===== src/rtl/instr_fetch_pkg.sv =====
// Shared definitions for the instruction-fetch front end.
//   XLEN / ILEN       : address and instruction widths
//   RV_NOP            : canonical RISC-V no-op (addi x0, x0, 0)
//   DEFAULT_RESET_PC  : default first fetch address
//   fetch_entry_t     : one prefetch buffer entry {pc, instr}
//   align_word()      : clears the byte-offset bits of an address
package instr_fetch_pkg;

  localparam int unsigned     XLEN             = 32;
  localparam int unsigned     ILEN             = 32;
  localparam logic [ILEN-1:0] RV_NOP           = 32'h0000_0013;
  localparam logic [XLEN-1:0] DEFAULT_RESET_PC = 32'h0000_0000;

  typedef struct packed {
    logic [XLEN-1:0] pc;
    logic [ILEN-1:0] instr;
  } fetch_entry_t;

  function automatic logic [XLEN-1:0] align_word(input logic [XLEN-1:0] a);
    return a & 32'hFFFF_FFFC;
  endfunction

endpackage


===== src/rtl/fetch_fifo.sv =====
// Synchronous prefetch FIFO with flush.
//   clk, rst : clock, asynchronous active-high reset (clears storage too)
//   flush    : empties the FIFO (count and pointers to 0); overrides push/pop
//   push     : write wdata at the tail (ignored when full)
//   pop      : drop the head entry (ignored when empty)
//   wdata    : entry to write
//   rdata    : head entry (no bypass: a push is visible from the next edge)
//   count    : number of valid entries, 0..DEPTH
module fetch_fifo #(
  parameter int unsigned WIDTH = 64,
  parameter int unsigned DEPTH = 4
) (
  input  logic                       clk,
  input  logic                       rst,
  input  logic                       flush,
  input  logic                       push,
  input  logic                       pop,
  input  logic [WIDTH-1:0]           wdata,
  output logic [WIDTH-1:0]           rdata,
  output logic [$clog2(DEPTH):0]     count
);

  localparam int unsigned AW = $clog2(DEPTH);
  localparam int unsigned CW = AW + 1;

  logic [WIDTH-1:0] mem [DEPTH];
  logic [AW-1:0]    wr_ptr;
  logic [AW-1:0]    rd_ptr;
  logic             do_push;
  logic             do_pop;

  always_comb begin
    do_push = push && (count < CW'(DEPTH));
    do_pop  = pop && (count != '0);
  end

  always_ff @(posedge clk or posedge rst) begin
    if (rst) begin
      for (int unsigned i = 0; i < DEPTH; i++) mem[i] <= '0;
      wr_ptr <= '0;
      rd_ptr <= '0;
      count  <= '0;
    end else if (flush) begin
      wr_ptr <= '0;
      rd_ptr <= '0;
      count  <= '0;
    end else begin
      if (do_push) begin
        mem[wr_ptr] <= wdata;
        wr_ptr      <= wr_ptr + AW'(1);
      end
      if (do_pop) rd_ptr <= rd_ptr + AW'(1);
      if (do_push && !do_pop)      count <= count + CW'(1);
      else if (!do_push && do_pop) count <= count - CW'(1);
    end
  end

  assign rdata = mem[rd_ptr];

endmodule


===== src/rtl/instr_fetch.sv =====
// Instruction-fetch front end: owns the fetch PC, issues one word read at a
// time to instruction memory and buffers returned words for decode.
//   clk, rst        : clock, asynchronous active-high reset
//   imem_req/addr   : read request (held until ack) and word address
//   imem_ack/rdata  : request completion and returned instruction word
//   instr_valid/ready, instr, instr_pc : decode-side valid/ready head
//   redirect_valid/pc : taken branch/jump; flushes and retargets fetch
//   PC              : current fetch PC (debug)
module instr_fetch
  import instr_fetch_pkg::*;
#(
  parameter logic [XLEN-1:0] RESET_PC   = DEFAULT_RESET_PC,
  parameter int unsigned     FIFO_DEPTH = 4
) (
  input  logic            clk,
  input  logic            rst,
  output logic            imem_req,
  output logic [XLEN-1:0] imem_addr,
  input  logic            imem_ack,
  input  logic [ILEN-1:0] imem_rdata,
  output logic            instr_valid,
  input  logic            instr_ready,
  output logic [ILEN-1:0] instr,
  output logic [XLEN-1:0] instr_pc,
  input  logic            redirect_valid,
  input  logic [XLEN-1:0] redirect_pc,
  output logic [XLEN-1:0] PC
);

  localparam int unsigned CW = $clog2(FIFO_DEPTH) + 1;

  typedef enum logic [1:0] {
    ST_START = 2'd0,
    ST_FETCH = 2'd1,
    ST_FULL  = 2'd2,
    ST_DROP  = 2'd3
  } state_t;

  state_t          state;
  state_t          state_nxt;
  logic [XLEN-1:0] fetch_pc;
  logic [XLEN-1:0] fetch_pc_nxt;
  logic [XLEN-1:0] addr_q;
  logic [CW-1:0]   count;
  logic            push;
  logic            pop;
  logic            load_addr;
  fetch_entry_t    wr_entry;
  fetch_entry_t    head;

  assign imem_req    = (state == ST_FETCH) || (state == ST_DROP);
  assign imem_addr   = addr_q;
  assign PC          = fetch_pc;
  assign instr_valid = (count != '0);
  assign instr       = head.instr;
  assign instr_pc    = head.pc;

  always_comb begin
    pop      = instr_valid && instr_ready;
    // A word returned in the same cycle as a redirect is on the wrong path.
    push     = (state == ST_FETCH) && imem_ack && !redirect_valid;
    wr_entry = '{pc: fetch_pc, instr: imem_rdata};

    fetch_pc_nxt = fetch_pc;
    if (redirect_valid) fetch_pc_nxt = align_word(redirect_pc);
    else if (push)      fetch_pc_nxt = fetch_pc + 32'd4;

    state_nxt = state;
    case (state)
      ST_START: state_nxt = ST_FETCH;
      ST_FETCH: begin
        if (redirect_valid)
          state_nxt = imem_ack ? ST_FETCH : ST_DROP;
        else if (push && !pop && (count == CW'(FIFO_DEPTH - 1)))
          state_nxt = ST_FULL;
      end
      ST_FULL: begin
        if (redirect_valid || (count < CW'(FIFO_DEPTH))) state_nxt = ST_FETCH;
      end
      ST_DROP: begin
        if (imem_ack) state_nxt = ST_FETCH;
      end
      default: state_nxt = ST_START;
    endcase

    // The address only moves between requests, so it stays stable while
    // imem_req is high; it always picks up the latest (possibly redirected) PC.
    load_addr = (imem_req && imem_ack) ||
                ((state_nxt == ST_FETCH) && (state != ST_FETCH));
  end

  always_ff @(posedge clk or posedge rst) begin
    if (rst) begin
      state    <= ST_START;
      fetch_pc <= RESET_PC;
      addr_q   <= RESET_PC;
    end else begin
      state    <= state_nxt;
      fetch_pc <= fetch_pc_nxt;
      if (load_addr) addr_q <= fetch_pc_nxt;
    end
  end

  fetch_fifo #(
    .WIDTH ($bits(fetch_entry_t)),
    .DEPTH (FIFO_DEPTH)
  ) u_fifo (
    .clk   (clk),
    .rst   (rst),
    .flush (redirect_valid),
    .push  (push),
    .pop   (pop),
    .wdata (wr_entry),
    .rdata (head),
    .count (count)
  );

endmodule


===== config.mk =====
export PLATFORM = sky130hd
export DESIGN_NAME = instr_fetch
export DESIGN_NICKNAME = d
export VERILOG_FILES = /design/src/rtl/instr_fetch_pkg.sv /design/src/rtl/fetch_fifo.sv /design/src/rtl/instr_fetch.sv
export SDC_FILE = /design/constraint.sdc
export NUM_CORES = 1
export LEC_CHECK = 0
export CAP_MARGIN = 20
export CORE_ASPECT_RATIO = 1.1
export CORE_MARGIN = 4
export CORE_UTILIZATION = 50
export CTS_BUF_LIST = sky130_fd_sc_hd__clkbuf_4
export DETAILED_ROUTE_END_ITERATION = 8
export GPL_TIMING_DRIVEN = 0
export PLACE_DENSITY = 0.8
export REMOVE_ABC_BUFFERS = 1
export SYNTH_ARGS = -nofsm -noshare
export SYNTH_HDL_FRONTEND = slang
export SYNTH_SLANG_ARGS = --single-unit

===== constraint.sdc =====
create_clock -name clk -period 14.3 [get_ports clk]
set_input_delay 2.86 -clock clk [delete_from_list [all_inputs] [get_ports clk]]
set_output_delay 2.86 -clock clk [all_outputs]
set_load 0.05 [all_outputs]

==> impl_results.md <==
- Leak: 8.11 nW
- Global-route wire length before repair: 55.6 mm
- Fmax: 164 MHz
- Cts hold-fix bufs: 0
- Period utilization: around 43%
- Clock sinks: around 330
- Deepest clock path buffer count: 3
- Multi-input gate area: a little over 0.006 mm^2
- Post-synth top cells: dfrtp_1, mux2_2, mux4_2
- Pwr/cell area: 200 mW/mm^2
- Ranking of synthesized cells by area: dfrtp_1, mux2_2, mux4_2, nand2_1, xor2_1
- Critical path class: reg -> out
- Post-synthesis sequential area ratio: between 50% and 60%
- Via density per instance: 5.69
- Die height: 187 um
- Placed cell count: 1512
- Vias in the first global route: approximately 10000
- Slew headroom: between 30% and 40%
- Synth top area share: approximately 56%
- Critical Path End Type: output pin
- Syn Std Cell Area: 0.0146 mm^2
- Yosys cell types: 50
- Hold Startpoint: u_fifo.mem[183]$_DFFE_PP0P_
- Final #Nets: 1310
- Crit path arrival time: 3.22 ns
- Overall Global Routing Usage: 21.8%
- Synth Warn #: 0
- Drt wl/cell: just over 20 um
- RSZ-0062 raised after global routing: false
- CTS root buffer: clkbuf_4
- Port Buffers: about 200
- Final hold vios: 0
- P&R area growth vs syn: 24.6%
- Reg-to-Reg Start: state[1]$_DFF_PP0_
- Setup fix buffers added after clock tree synthesis: 0
- CP Max Fanout: 38
- FP Rows: 65
- Fillers: 2188
- Initial antenna violation count: 2
- Final ANT Viol Nets: 0
- Outcome: completed
- Routed WL: 34.2 mm
- Gp weighted congestion: 0.754
- Data required time of the critical path: 11.44 ns
- Die area: 0.0320 mm^2
- # IOs: slightly below 200
- Core area: between 0.02 and 0.03 mm^2
- Post-synthesis area per instance: 14.5 um^2
- Largest area contributor in the synthesized netlist: dfrtp_1
- Non-filler instance count after layout: 1666
- Clock Latency Late Sink: 0.67 ns
- EDFF count, synth: 0
- DR DRC count: 0
- #FFs+latches synth: 329
- Setup violators final: 0
- Register area: 0.00824 mm^2
- TritonCTS clock tree: yes
- CP Launch Type: register
- Post-Synthesis Cells: 1009
- CTS Buf Count: 89
- H-tree depth: 3
- Worst-margin pin slew: between 1 and 1.5 ns
- Fraction of registers with async set/reset: 100%
- Initial DRC Count: 459
- Final HPWL DP: 21.3 mm
- Hold Path Class: reg -> reg
- DR vias: 9476
- Max-slew violation count: 0
- Final min period: 6.08 ns
- Max cap viols: 0
- Most common cell in the netlist: dfrtp_1
- PostCTS Resize Cnt: 0
- Peak VDD IR: 0.000165 V
- Die X: ~170 um
- Share of post-route cells with drive strength above 1: 37.7%
- Detailed Routing Iterations Pass 1: 6
- Clk slew on worst S/H paths: 0.06 ns
- Finished Core Util: 63.4%
- Gr ovfl total: 0
- Largest net degree at the start of global routing: 120
- Prevailing post-synth register cell: dfrtp_1
- Setup Skew: 0.0478 ns
- Starting Density: 50.9%
- Critical Path Start: u_fifo.rd_ptr[0]$_DFFE_PP0P_
layer usage:
metal,up-vias,global-route usage [%],routed length [um]
met5,-,0,7
met4,2,6.46,674
met3,62,6.70,2460
met2,291,35.1,16700
met1,4890,28.6,14400
li1,4231,-,-
path summary, 6_finish.rpt:
path / end / slack [ns] / depth (start not counted)
worst max-delay path: instr_pc[17] / 8.22 / 3
worst min-delay path: u_fifo.mem[183]$_DFFE_PP0P_ / 0.48 / 2
worst max register to register: u_fifo.mem[148]$_DFFE_PP0P_ / 11.46 / 5
worst min register to register: u_fifo.mem[183]$_DFFE_PP0P_ / 0.48 / 2
max in group asynchronous: u_fifo.mem[160]$_DFFE_PP0P_ / 10.57 / 3
min in group asynchronous: u_fifo.mem[218]$_DFFE_PP0P_ / 2.71 / 2
critical path, stage by stage, from the launching register on:
cell and delay (ns):
dfrtp_4 0.86, buf_16 0.34, mux4_2 0.58, clkdlybuf4s50_1 0.72
registers in the layout, summed over array words and instances (netlist names):
register       flops
u_fifo.mem       256
PC                32
imem_addr         32
u_fifo.count       3
state              2
u_fifo.rd_ptr      2
u_fifo.wr_ptr      2
where the power goes:
| part | switching [W] | internal (W) |
|---|---|---|
| Clock | 0.000375 | 0.000438 |
| Combinational | 0.000843 | 0.000646 |
| Sequential | 0.000157 | 0.00117 |
| Total | 0.00137 | 0.00226 |
placed cells by master (no fill, tap or decap), types with 4 or more instances in the layout:
cell,netlist,routed
nor2_1,25,25
clkdlybuf4s50_1,0,195
mux4_2,64,64
a21oi_1,20,20
o211ai_1,13,13
inv_1,9,8
clkbuf_4,0,132
and4_1,6,6
and3_1,6,6
nand4_1,11,11
nand3_1,26,26
clkinv_1,0,15
o221ai_1,7,7
ha_1,5,5
mux2_2,259,259
o21ai_0,23,23
buf_16,0,11
nand2_4,0,4
nor3_1,7,7
dfrtp_1,329,327
xor2_1,20,20
nand2_1,58,53
xnor2_1,8,8
cell families after synthesis:
logic type | share of synthesized area, %
adder cells (fa/ha/maj) | 0.566
AND/OR/NAND/NOR | 5.90
AO/OA/AOI/OAI | 3.29
multiplexers | 29.8
flip-flops | 56.4
buffers and inverters | 2.33
XOR/XNOR | 1.68
metrics by stage:
stage               hold slack, ns  setup slack, ns  total power [W]  setup TNS (ns)  area [um^2]
floorplan                    0.445             2.33          0.00237               0        14300
global placement             0.458            -1.41          0.00282         -457.51        16700
detailed placement           0.469             8.54          0.00285               0        17100
CTS                          0.482             8.11          0.00368               0        18200
global route                 0.505             8.03          0.00383               0        18200
finish                       0.480             8.22          0.00363               0        18200
cell type report:
cell class                 count  area share (%)
sequential                   329            45.3
multi-input combinational    598            33.3
timing repair buffer         208            12.5
clock buffer                 132            5.45
tap                          368            2.53
clock inverter                20           0.660
inverter                       9           0.227
antenna                        2          0.0275
Power figures use the tool's default switching activity.
